**src/rtl/condicionador_sensores_if.sv**
```systemverilog
// condicionador_sensores_if: sensor conditioning control/data bundle
interface condicionador_sensores_if;
    logic       tick;
    logic [5:0] sensores_in;
    logic       monitorar;
    logic       limpar_falha;
    logic [5:0] sensores_out;
    logic [5:0] subida;
    logic [5:0] descida;
    logic [5:0] falha;
    logic       alarme_sensor;

    modport master (
        output tick, sensores_in, monitorar, limpar_falha,
        input  sensores_out, subida, descida, falha, alarme_sensor
    );

    modport slave (
        input  tick, sensores_in, monitorar, limpar_falha,
        output sensores_out, subida, descida, falha, alarme_sensor
    );
endinterface

```
**src/rtl/condicionador_sensores.sv**
```systemverilog
// condicionador_sensores: sync, debounce, edge pulses and stuck detection for six line sensors
module condicionador_sensores #(
    parameter int DEBOUNCE_TICKS = 4,
    parameter int STUCK_TICKS    = 1000
) (
    input logic                     clock,
    input logic                     reset,
    condicionador_sensores_if.slave bus
);
    localparam int DW = $clog2(DEBOUNCE_TICKS + 1);
    localparam int SW = $clog2(STUCK_TICKS + 1);
    localparam logic [DW-1:0] DEB_LAST = DW'(DEBOUNCE_TICKS - 1);
    localparam logic [SW-1:0] STK_LAST = SW'(STUCK_TICKS - 1);
    localparam logic [SW-1:0] STK_MAX  = SW'(STUCK_TICKS);

    logic [5:0] r_s1, r_s2;
    logic [5:0] w_filt, w_sub, w_des, w_falha;
    logic       r_alarme;

    // two-flop synchroniser on every raw sensor line
    always_ff @(posedge clock or posedge reset) begin
        if (reset) begin
            r_s1 <= '0;
            r_s2 <= '0;
        end else begin
            r_s1 <= bus.sensores_in;
            r_s2 <= r_s1;
        end
    end

    genvar g;
    generate
        for (g = 0; g < 6; g++) begin : g_ch
            logic [DW-1:0] r_deb;
            logic [SW-1:0] r_stk;
            logic          r_filt, r_sub, r_des, r_falha;
            logic          w_diff, w_acc, w_stk_clr;

            assign w_diff    = r_s2[g] != r_filt;
            assign w_acc     = w_diff && bus.tick && (r_deb == DEB_LAST);
            assign w_stk_clr = bus.limpar_falha || !bus.monitorar || w_acc;

            // debounce: count ticks while the synced level differs, accept on the last one
            always_ff @(posedge clock or posedge reset) begin
                if (reset) begin
                    r_deb  <= '0;
                    r_filt <= 1'b0;
                    r_sub  <= 1'b0;
                    r_des  <= 1'b0;
                end else begin
                    r_deb  <= (!w_diff || w_acc) ? '0 : bus.tick ? r_deb + DW'(1) : r_deb;
                    r_filt <= w_acc ? r_s2[g] : r_filt;
                    r_sub  <= w_acc && r_s2[g];
                    r_des  <= w_acc && !r_s2[g];
                end
            end

            // saturating quiet-time counter; fault is sticky until cleared, clear beats set
            always_ff @(posedge clock or posedge reset) begin
                if (reset) begin
                    r_stk   <= '0;
                    r_falha <= 1'b0;
                end else begin
                    r_stk   <= w_stk_clr ? '0 : (bus.tick && r_stk != STK_MAX) ? r_stk + SW'(1) : r_stk;
                    r_falha <= !bus.limpar_falha &&
                               (r_falha || (!w_stk_clr && bus.tick && r_stk == STK_LAST));
                end
            end

            assign w_filt[g]  = r_filt;
            assign w_sub[g]   = r_sub;
            assign w_des[g]   = r_des;
            assign w_falha[g] = r_falha;
        end
    endgenerate

    // summary alarm, one clock behind the per-channel faults
    always_ff @(posedge clock or posedge reset) begin
        if (reset) r_alarme <= 1'b0;
        else       r_alarme <= |w_falha;
    end

    assign bus.sensores_out  = w_filt;
    assign bus.subida        = w_sub;
    assign bus.descida       = w_des;
    assign bus.falha         = w_falha;
    assign bus.alarme_sensor = r_alarme;
endmodule

```
**src/flat_wrapper.sv**
```systemverilog
// flat-port wrapper written by rule: the top's interface ports become plain ports
module condicionador_sensores_flat 
#(
    parameter int DEBOUNCE_TICKS = 4,
    parameter int STUCK_TICKS    = 1000
)
  (clock, reset, bus_tick, bus_sensores_in, bus_monitorar, bus_limpar_falha, bus_sensores_out, bus_subida, bus_descida, bus_falha, bus_alarme_sensor);
  condicionador_sensores_if bus_i ();
  input logic clock;
  input logic reset;
  input wire logic [$bits(bus_i.tick)-1:0] bus_tick;
  input wire logic [$bits(bus_i.sensores_in)-1:0] bus_sensores_in;
  input wire logic [$bits(bus_i.monitorar)-1:0] bus_monitorar;
  input wire logic [$bits(bus_i.limpar_falha)-1:0] bus_limpar_falha;
  output wire logic [$bits(bus_i.sensores_out)-1:0] bus_sensores_out;
  output wire logic [$bits(bus_i.subida)-1:0] bus_subida;
  output wire logic [$bits(bus_i.descida)-1:0] bus_descida;
  output wire logic [$bits(bus_i.falha)-1:0] bus_falha;
  output wire logic [$bits(bus_i.alarme_sensor)-1:0] bus_alarme_sensor;
  assign bus_i.tick = bus_tick;
  assign bus_i.sensores_in = bus_sensores_in;
  assign bus_i.monitorar = bus_monitorar;
  assign bus_i.limpar_falha = bus_limpar_falha;
  assign bus_sensores_out = bus_i.sensores_out;
  assign bus_subida = bus_i.subida;
  assign bus_descida = bus_i.descida;
  assign bus_falha = bus_i.falha;
  assign bus_alarme_sensor = bus_i.alarme_sensor;
  condicionador_sensores #(.DEBOUNCE_TICKS(DEBOUNCE_TICKS), .STUCK_TICKS(STUCK_TICKS)) u_core (.clock(clock), .reset(reset), .bus(bus_i));
endmodule
```
**config.mk**
```make
export PLATFORM = sky130hd
export DESIGN_NAME = condicionador_sensores_flat
export DESIGN_NICKNAME = d
export VERILOG_FILES = /design/src/rtl/condicionador_sensores_if.sv /design/src/rtl/condicionador_sensores.sv /design/src/flat_wrapper.sv
export SDC_FILE = /design/constraint.sdc
export NUM_CORES = 1
export LEC_CHECK = 0
export ABC_AREA = 0
export CORE_ASPECT_RATIO = 1.5
export CORE_UTILIZATION = 48
export CTS_CLUSTER_SIZE = 10
export DETAILED_ROUTE_END_ITERATION = 7
export PLACE_DENSITY = 0.67
export SYNTH_ARGS = -nofsm -noshare
export SYNTH_HDL_FRONTEND = slang
export SYNTH_SLANG_ARGS = --single-unit
```
**constraint.sdc**
```tcl
create_clock -name clock -period 4.8 [get_ports clock]
set_input_delay 1.2 -clock clock [delete_from_list [all_inputs] [get_ports clock]]
set_output_delay 1.2 -clock clock [all_outputs]
set_load 0.005 [all_outputs]
```
==> results of run 1 <==
[report_power, final]
part	internal [mW]	switching [mW]
Sequential	1.04	0.0643
Clock	0.822	0.460
Combinational	0.148	0.155
[per-layer routing]
layer | global-route usage | vias to the layer above | wire length [um]
met5 | 0 | - | 0
met3 | 0.04932 | 22 | 352
li1 | - | 1911 | -
met1 | 0.2212 | 1938 | 4539
met4 | 0.09229 | 0 | 244
met2 | 0.3393 | 75 | 5608
[flip-flops by register name, indices dropped and copies added, names as in the netlist]
signal	count
u_core.g_ch.r_stk	60
u_core.g_ch.r_filt	6
u_core.g_ch.r_deb	18
u_core.g_ch.r_falha	6
u_core.g_ch.r_sub	6
u_core.bus.alarme_sensor	1
u_core.g_ch.r_des	6
u_core.r_s1	6
u_core.r_s2	6
[worst max-delay path: stages]
cell,delay [ns]
clkdlybuf4s50_1,0.57
nor2b_1,0.54
o21ai_1,0.44
or4_1,0.59
a21oi_1,0.15
[how the worst max path moves through the flow]
| stage | depth (start not counted) | end | from |
|---|---|---|---|
| 6_report | 5 | u_core.g_ch[1].r_falha | bus_limpar_falha |
| 5_1_grt | 5 | u_core.g_ch[0].r_falha | bus_limpar_falha |
| 4_1_cts | 5 | u_core.g_ch[0].r_falha | bus_limpar_falha |
| 3_5_place_dp | 5 | u_core.g_ch[0].r_falha | bus_limpar_falha |
| 3_3_place_gp | 5 | u_core.g_ch[0].r_falha | bus_limpar_falha |
| 2_1_floorplan | 1 | u_core.bus.alarme_sensor | reset |
[layout make-up]
type                    count  area (um^2)
fillers                   944         4609
flip-flops and latches    115         2878
multi-input cells         369         2351
repair buffers             44        430.4
clock buffers              18        429.2
well taps                 147        183.9
clock inverters            14        180.2
inverters                  29        111.4
[synth_stat cells]
| master | n |
|---|---|
| a21oi_1 | 37 |
| a311o_1 | 3 |
| and3_1 | 1 |
| and4_1 | 1 |
| buf_2 | 6 |
| buf_4 | 24 |
| clkbuf_1 | 10 |
| dfrtp_1 | 115 |
| ha_1 | 24 |
| inv_1 | 29 |
| mux2_2 | 6 |
| mux2i_1 | 6 |
| nand2_1 | 44 |
| nand2b_1 | 4 |
| nand3_1 | 11 |
| nand3b_1 | 4 |
| nand4_1 | 19 |
| nand4_2 | 2 |
| nand4b_1 | 2 |
| nor2_1 | 69 |
| nor2b_1 | 1 |
| nor3_1 | 34 |
| nor3b_1 | 13 |
| nor4_1 | 1 |
| o21ai_0 | 9 |
| o21ai_1 | 5 |
| o31ai_1 | 2 |
| o41ai_2 | 6 |
| or2_0 | 3 |
| or2b_1 | 2 |
| or3_1 | 9 |
| or4_1 | 3 |
| or4b_1 | 1 |
| xnor2_1 | 32 |
| xor2_1 | 15 |
[stage by stage]
step | setup slack [ns] | std cells | cell area (um^2) | total power [mW] | utilization
4_1_cts | 1.611 | 736 | 6564 | 2.722 | 0.5875
5_1_grt | 1.483 | 736 | 6564 | 2.811 | 0.5875
6_report | 1.626 | 736 | 6564 | 2.688 | 0.5875
2_1_floorplan | 0.5559 | 553 | 5585 | 1.330 | -
3_3_place_gp | 1.200 | 704 | 5954 | 1.403 | 0.5329
3_5_place_dp | 1.211 | 704 | 5954 | 1.424 | 0.5329
[cell families after synthesis]
kind of cell / Yosys count
simple gates: 224
xor+xnor: 47
flops: 115
mux: 12
compound gates: 62
fa+ha+maj: 24
buf+inv: 69
==> impl_metrics.csv, run 1 <==
group,metric,value,unit
setup_path,crit_path_end_kind,"flip-flop",
synth,yosysUniqueCellTypes,35,
synth,synth_compound_area_frac,0.07124,
synth,synth_xor_xnor_area_share,0.07370,
outcome,outcome,"finished, final reports clean",
synth,synth_top_cell_by_area,"dfrtp_1",
drt,first_iter_violations,221,
global_route,grt_max_degree,64,
hold_path,hp-class,"reg -> reg",
setup_path,cp-start-kind,"primary input",
sta,max_slew_margin,0.4847,
sta,final_max_slew_viol_count,0,
cts,cts_made_buffers,17,
sta,post-route-period-util,0.6612,
sta,fin_setup_tns,0,ns
placement,io_buffers,35,
power_and_ir_drop,leakage,2.695,nW
floorplanning,pin_count,36,
setup_path,worstPathArrival,3.50,ns
synth,syn_nets,588,
placement,place_hpwl,7268,um
cts,clock_latency,0.42,ns
setup_path,worstPathRequired,5.13,ns
synth,syn_inst,553,
drt,drt_pass1_iterations,4,
sta,finalSetupViolCount,0,
sta,period_minus_slack,3.174,ns
drt,drc,0,
global_route,grt_usage,0.1940,
synth,ys_ff_latch,115,
drt,ant_nets,0,
floorplanning,die_width,90.08,um
synth,avgSynthCellArea,10.10,um^2
placement,place.gp.congestion,0.7942,
cts,cts_sinks,115,
global_route,grt_remaining_overflow,0,
setup_path,rrSetupSlack,2.70,ns
finish,most-common-layout-cells,"dfrtp_1 (115), nor2_1 (69), nand2_1 (44)",
synth,synth_simple_gate_area_frac,0.1994,
finish,mostFrequentLayoutCell,"dfrtp_1",
drt,wl,10740,um
floorplanning,rows,47,
power_and_ir_drop,power_density,409.6,nW/um^2
floorplanning,start_util,0.4999,
sta,fin_skew,0.01025,ns
setup_path,crit_type,"in -> reg",
cts,post-cts-setup-buffers,0,
drt,vias,3946,
global_route,grt_pass1_wl,18450,um
synth,yosysSeqAreaShare,0.5152,
cts,cts_buffer_depth,2,
finish,nNetsFinal,611,
sta,max_freq,315.1,MHz
setup_path,rr_startpoint,"u_core.g_ch[0].r_deb[0]",
synth,synth_area,5585,um^2
synth,yosys_warnings,0,
synth,synth_top_area_frac,0.5152,
floorplanning,coreArea,11170,um^2
global_route,grt_antenna_before_repair,0,
hold_path,worstHoldStart,"u_core.r_s1[2]",
cts,htree_levels,4,
setup_path,r2r_end,"u_core.g_ch[0].r_falha",
cts,cts_tree,"yes",
synth,synth_fa_ha_area_frac,0.05376,
sta,finalHoldViolCount,0,
hold_path,hold_end,"u_core.r_s2[2]",
cts,cts_root_buffer,"clkbuf_16",
finish,area_growth,17.52,%
sta,timing.hold.ws,0.3484,ns
cts,ctsResizeCount,0,
global_route,grt_pass1_vias,3979,
setup_path,critPathMaxFanout,11,
finish,drive_gt1_frac,0.09338,
floorplanning,dieArea,12080,um^2
hold_path,whs_path_depth,0,
power_and_ir_drop,vdd_drop_max,286.4,uV
sta,worst_slew_pin_slew,0.7678,ns
synth,muxShareOfSynthArea,0.02285,
cts,postCtsHoldBufs,0,
floorplanning,die_h,134.1,um
cts,clkSlewWorstSetupHoldPaths,0.06,ns
sta,rsz0062_at_grt,"false",
drt,routedWlPerCell,14.60,um
drt,via_per_inst,5.361,
synth,synth_area_leaders,"dfrtp_1 (52%), ha_1 (5.4%), xnor2_1 (5.0%)",
finish,antenna_cells,0,
setup_path,rr_worst_depth,6,
synth,synth_top_family_by_area,"simple AND/OR/NAND/NOR gates",
run,maxCapViolations,0,
No activity file was read; power rests on OpenSTA's default activity.
==> inputs of run 2 (changes only) <==
--- a/config.mk
+++ b/config.mk
@@ -10,7 +10,7 @@
 export CORE_UTILIZATION = 48
 export CTS_CLUSTER_SIZE = 10
 export DETAILED_ROUTE_END_ITERATION = 7
-export PLACE_DENSITY = 0.67
+export PLACE_DENSITY = 0.69
 export SYNTH_ARGS = -nofsm -noshare
 export SYNTH_HDL_FRONTEND = slang
 export SYNTH_SLANG_ARGS = --single-unit
==> constraint.sdc (replaced) <==
create_clock -name clock -period 2.65 [get_ports clock]
set_input_delay 0.6625 -clock clock [delete_from_list [all_inputs] [get_ports clock]]
set_output_delay 0.6625 -clock clock [all_outputs]
set_load 0.005 [all_outputs]
==> run 2 against run 1 <==
- via count increased by 1.4%
- flip-flop and latch count unchanged
- first-iteration DRC count fell by 22%
- largest cell class unchanged
- register-to-register slack got worse by 1.9 ns
- wire length increased by 1.4%
- setup slack got worse by 1.0 ns
- cell count increased by 0.54%
- sequential power is 82% higher
- critical path depth grew 1
==> impl_metrics.csv, run 2 (synthesized netlist as in run 1, its figures left out) <==
group,metric,value,unit
outcome,outcome,"finished, final reports clean",
finish,largest_reg_flops,60,
cts,clkSlewWorstSetupHoldPaths,0.05,ns
cts,cts_sinks,115,
finish,fillers,949,
global_route,grt_max_degree,82,
finish,nNetsFinal,615,
power_and_ir_drop,leakage,2.692,nW
cts,cts_made_buffers,17,
hold_path,hp-class,"reg -> reg",
floorplanning,die_width,90.08,um
sta,finalSetupViolCount,0,
floorplanning,die_h,134.1,um
drt,drc,0,
power_and_ir_drop,power_density,722.7,nW/um^2
run,maxCapViolations,0,
cts,clock_latency,0.41,ns
cts,cts_tree,"yes",
setup_path,cp-start-kind,"primary input",
finish,stdcell_area,6571,um^2
floorplanning,start_util,0.4999,
finish,area_growth,17.65,%
finish,largest-register,"u_core.g_ch.r_stk",
global_route,grt_antenna_before_repair,0,
setup_path,worstPathArrival,2.39,ns
sta,worst_slew_pin_slew,0.4499,ns
power_and_ir_drop,vdd_drop_max,432.7,uV
drt,routedWlPerCell,14.73,um
global_route,grt_usage,0.2007,
placement,io_buffers,35,
placement,place_hpwl,7409,um
placement,placed_cell_area,5998,um^2
finish,drive_gt1_frac,0.09444,
floorplanning,dieArea,12080,um^2
cts,cts_buffer_depth,2,
global_route,grt_remaining_overflow,0,
drt,via_per_inst,5.408,
setup_path,crit_type,"in -> reg",
drt,drt_pass1_iterations,4,
sta,post-route-period-util,0.7778,
global_route,grt_pass1_vias,4232,
finish,antenna_cells,0,
finish,multiInputGateArea,2351,um^2
sta,rsz0062_at_grt,"false",
floorplanning,pin_count,36,
setup_path,crit_path_end_kind,"flip-flop",
finish,regArea,2878,um^2
global_route,grt_pass1_wl,19260,um
drt,wl,10900,um
floorplanning,coreArea,11170,um^2
drt,ant_nets,0,
floorplanning,rows,47,
cts,htree_levels,4,
sta,finalHoldViolCount,0,
sta,max_freq,485.2,MHz
setup_path,worstPathRequired,2.98,ns
cts,postCtsHoldBufs,0,
finish,largest_registers,"u_core.g_ch.r_stk: 60 flops, u_core.g_ch.r_deb: 18 flops",
cts,ctsResizeCount,0,
sta,period_minus_slack,2.061,ns
cts,cts_root_buffer,"clkbuf_16",
sta,max_slew_margin,0.6968,
sta,final_max_slew_viol_count,0,
finish,mostFrequentLayoutCell,"dfrtp_1",
cts,post-cts-setup-buffers,0,
drt,vias,4002,
finish,most-common-layout-cells,"dfrtp_1 (115), nor2_1 (69), nand2_1 (44)",
drt,first_iter_violations,172,
setup_path,critPathMaxFanout,36,
placement,place.gp.congestion,0.7614,
sta,fin_skew,0.009987,ns
sta,fin_setup_tns,0,ns
==> run 2: cell count changes in the layout (fill, tap and decap cells not counted), sizes merged <==
cell | before | now
clkinv | 6 | 3
clkinvlp | 2 | 5
bufinv | 3 | 2
buf | 9 | 13
inv | 32 | 28
clkbuf | 18 | 23
==> run 2: through the flow <==
stage	cells	hold WS [ns]	total power, mW	util	worst slack [ns]
after floorplan	553	0.3312	2.409	-	0.5881
after global placement	708	0.3318	2.548	0.5368	0.2306
final	740	0.3436	4.749	0.5881	0.5889
after detailed placement	708	0.3347	2.583	0.5368	0.1826
after global routing	740	0.3546	4.954	0.5881	0.4852
after CTS	740	0.3460	4.793	0.5881	0.6118
==> run 2: worst max-delay path, stage by stage <==
cell and delay [ns]:
clkdlybuf4s50_1 0.50, buf_12 0.21, buf_4 0.22, nand4_1 0.22, or3_1 0.42, a21oi_1 0.14
==> run 2: worst paths after layout <==
check / startpoint / to / slack, ns / depth (start not counted)
min reg2reg: u_core.r_s1[0] / u_core.r_s2[0] / 0.34 / 0
max reg2reg: u_core.g_ch[5].r_deb[0] / u_core.g_ch[5].r_falha / 0.76 / 6
max in group asynchronous: reset / u_core.g_ch[2].r_stk[6] / 1.57 / 3
max: bus_tick / u_core.g_ch[2].r_stk[6] / 0.59 / 6
min in group asynchronous: reset / u_core.g_ch[4].r_des / 0.74 / 3
min: u_core.r_s1[0] / u_core.r_s2[0] / 0.34 / 0
==> run 2: metal layers <==
layer	part of all wire	vias up	global-route usage
met1	0.41	1973	0.2220
met3	0.030	25	0.04705
met5	0	-	0
met4	0.029	0	0.1111
met2	0.54	83	0.3541
li1	-	1921	-
==> run 2: layout make-up <==
class                           instances  area share
Tap cell                              147     0.02799
Sequential cell                       115      0.4379
Clock inverter                          9     0.01599
Clock buffer                           23     0.07121
Timing Repair Buffer                   48     0.07197
Inverter                               29     0.01714
Multi-Input combinational cell        369      0.3578
==> run 2: power breakdown <==
group / switching (mW) / leakage (nW) / total, mW / internal [mW]
combinational: 0.283 / 0.859 / 0.556 / 0.273
sequential: 0.114 / 1.56 / 2.00 / 1.88
clock: 0.770 / 0.269 / 2.20 / 1.43
==> inputs of run 3 (changes only) <==
==> constraint.sdc (replaced) <==
create_clock -name clock -period 1.7 [get_ports clock]
set_input_delay 0.425 -clock clock [delete_from_list [all_inputs] [get_ports clock]]
set_output_delay 0.425 -clock clock [all_outputs]
set_load 0.005 [all_outputs]
==> run 3 against run 2 <==
- highest routed layer unchanged
- clock skew fell by 0.0030 ns
- first-iteration DRC count increased by 39%
- cell area up 8.7%
- global-route usage increased by 1.0 points
- core utilization grew 5.1 points
- non-clock buffer count is 57 higher
- clock power is 56% higher
- sequential power up 53%
- cell count grew 7.7%
- the flow now finishes with violations (setup timing)
- largest cell class unchanged
- via count increased by 5.2%
==> impl_metrics.csv, run 3 (synthesized netlist as in run 1, its figures left out) <==
group,metric,value,unit
drt,drc,0,
drt,wl,11810,um
finish,area_growth,27.93,%
drt,via_per_inst,5.284,
placement,preCtsSetupSlack,-0.4102,ns
placement,io_buffers,35,
power_and_ir_drop,leakage,3.187,nW
setup_path,crit_family,"buffers and inverters",
cts,cts_root_buffer,"clkbuf_16",
drt,first_iter_violations,239,
global_route,grt_pass1_vias,4303,
finish,most-common-layout-cells,"dfrtp_1 (115), nor2_1 (69), buf_4 (64)",
cts,clock_latency,0.41,ns
floorplanning,start_util,0.4999,
cts,cts_sinks,115,
finish,largest-register,"u_core.g_ch.r_stk",
setup_path,worstPathArrival,1.29,ns
cts,cts_buffer_depth,2,
floorplanning,dieArea,12080,um^2
finish,antenna_cells,0,
global_route,grt_usage,0.2106,
placement,place.gp.congestion,0.7912,
hold_path,worstHoldStart,"u_core.r_s1[4]",
drt,ant_nets,0,
sta,finalSetupViolCount,1,
setup_path,critPathMaxFanout,2,
setup_path,cp-startpoint,"u_core.g_ch[5].r_falha",
setup_path,cp-start-kind,"flip-flop",
placement,place_hpwl,7759,um
setup_path,crit_type,"reg -> out",
floorplanning,coreArea,11170,um^2
power_and_ir_drop,vdd_drop_max,586.3,uV
sta,post-route-period-util,1.009,
setup_path,critPathSlowestCell,"clkdlybuf4s50_1",
finish,mostFrequentLayoutCell,"dfrtp_1",
setup_path,crit_path_end_kind,"primary output",
placement,placed_cell_area,6309,um^2
power_and_ir_drop,power,7.830,mW
cts,cts_made_buffers,17,
drt,routedWlPerCell,14.81,um
global_route,grt_pass1_wl,19990,um
floorplanning,rows,47,
outcome,outcome,"finished with violations",
sta,rsz0062_at_grt,"true",
run,maxCapViolations,0,
sta,max_freq,583.2,MHz
finish,fin_cells,797,
outcome,violations,"setup timing",
drt,drt_pass1_iterations,4,
drt,vias,4211,
global_route,grt_max_degree,56,
finish,stdcell_area,7146,um^2
cts,htree_levels,4,
cts,postCtsHoldBufs,0,
setup_path,worst-path-buf-inv,1,
sta,final_max_slew_viol_count,0,
global_route,grt_antenna_before_repair,0,
sta,finalHoldViolCount,0,
floorplanning,die_width,90.08,um
finish,nNetsFinal,672,
sta,worst_slew_pin_slew,0.4362,ns
finish,drive_gt1_frac,0.2092,
sta,max_slew_margin,0.7060,
floorplanning,pin_count,36,
finish,largest_registers,"u_core.g_ch.r_stk: 60 flops, u_core.g_ch.r_deb: 18 flops",
finish,largest_reg_flops,60,
setup_path,worstPathRequired,1.27,ns
hold_path,hp-class,"reg -> reg",
cts,cts_tree,"yes",
sta,setup_slack,-0.01474,ns
global_route,grt_remaining_overflow,0,
sta,fin_skew,0.007009,ns
placement,place_inst,744,
floorplanning,die_h,134.1,um
power_and_ir_drop,power_density,1096,nW/um^2
sta,period_minus_slack,1.715,ns
setup_path,cp_cell_sequence,"clkdlybuf4s50_1",
setup_path,rr_startpoint,"u_core.g_ch[1].r_deb[0]",
setup_path,slowest_delay,0.52,ns
cts,clkSlewWorstSetupHoldPaths,0.05,ns
finish,utilization,0.6395,
## run 3: timing repair
item | CTS | global route
cloned | 1 | 0
resized for setup | 13 | 22
pin swaps | 5 | 6
setup buffers | 13 | 7
endpoints found under the setup margin | 16 | 15
## run 3: routing by layer
layer / vias to the layer above / GRT usage / share of wire
met5: - / 0 / 0
met4: 0 / 0.07616 / 0.018
met3: 18 / 0.05159 / 0.029
met2: 80 / 0.3880 / 0.55
met1: 2080 / 0.2341 / 0.40
li1: 2033 / - / -
## run 3: path summary, 6_finish.rpt
path | endpoint | slack (ns) | cells past startpoint
max | bus_falha[5] | -0.01 | 1
min | u_core.r_s2[4] | 0.35 | 0
max reg2reg | u_core.g_ch[1].r_falha | 0.04 | 6
min reg2reg | u_core.r_s2[4] | 0.35 | 0
max in group asynchronous | u_core.g_ch[5].r_deb[2] | 0.94 | 3
min in group asynchronous | u_core.bus.alarme_sensor | 0.46 | 3
## run 3: layout make-up
cell class	instances	area, um^2
fillers	876	4028
flip-flops and latches	115	2878
multi-input cells	369	2419
repair buffers	105	973.4
clock buffers	19	442.9
well taps	147	183.9
clock inverters	13	136.4
inverters	29	112.6
## run 3: through the flow
step / hold slack (ns) / TNS (ns)
finish: 0.3478 / -0.01474
global route: 0.3616 / -0.09197
CTS: 0.3495 / 0
detailed placement: 0.3370 / -17.91
global placement: 0.3321 / -15.83
floorplan: 0.3312 / -14.31
## run 3: where the power goes
part	leakage, nW	internal, mW	switching, mW
Combinational	1.35	0.729	0.598
Sequential	1.56	2.93	0.128
Clock	0.275	2.18	1.26
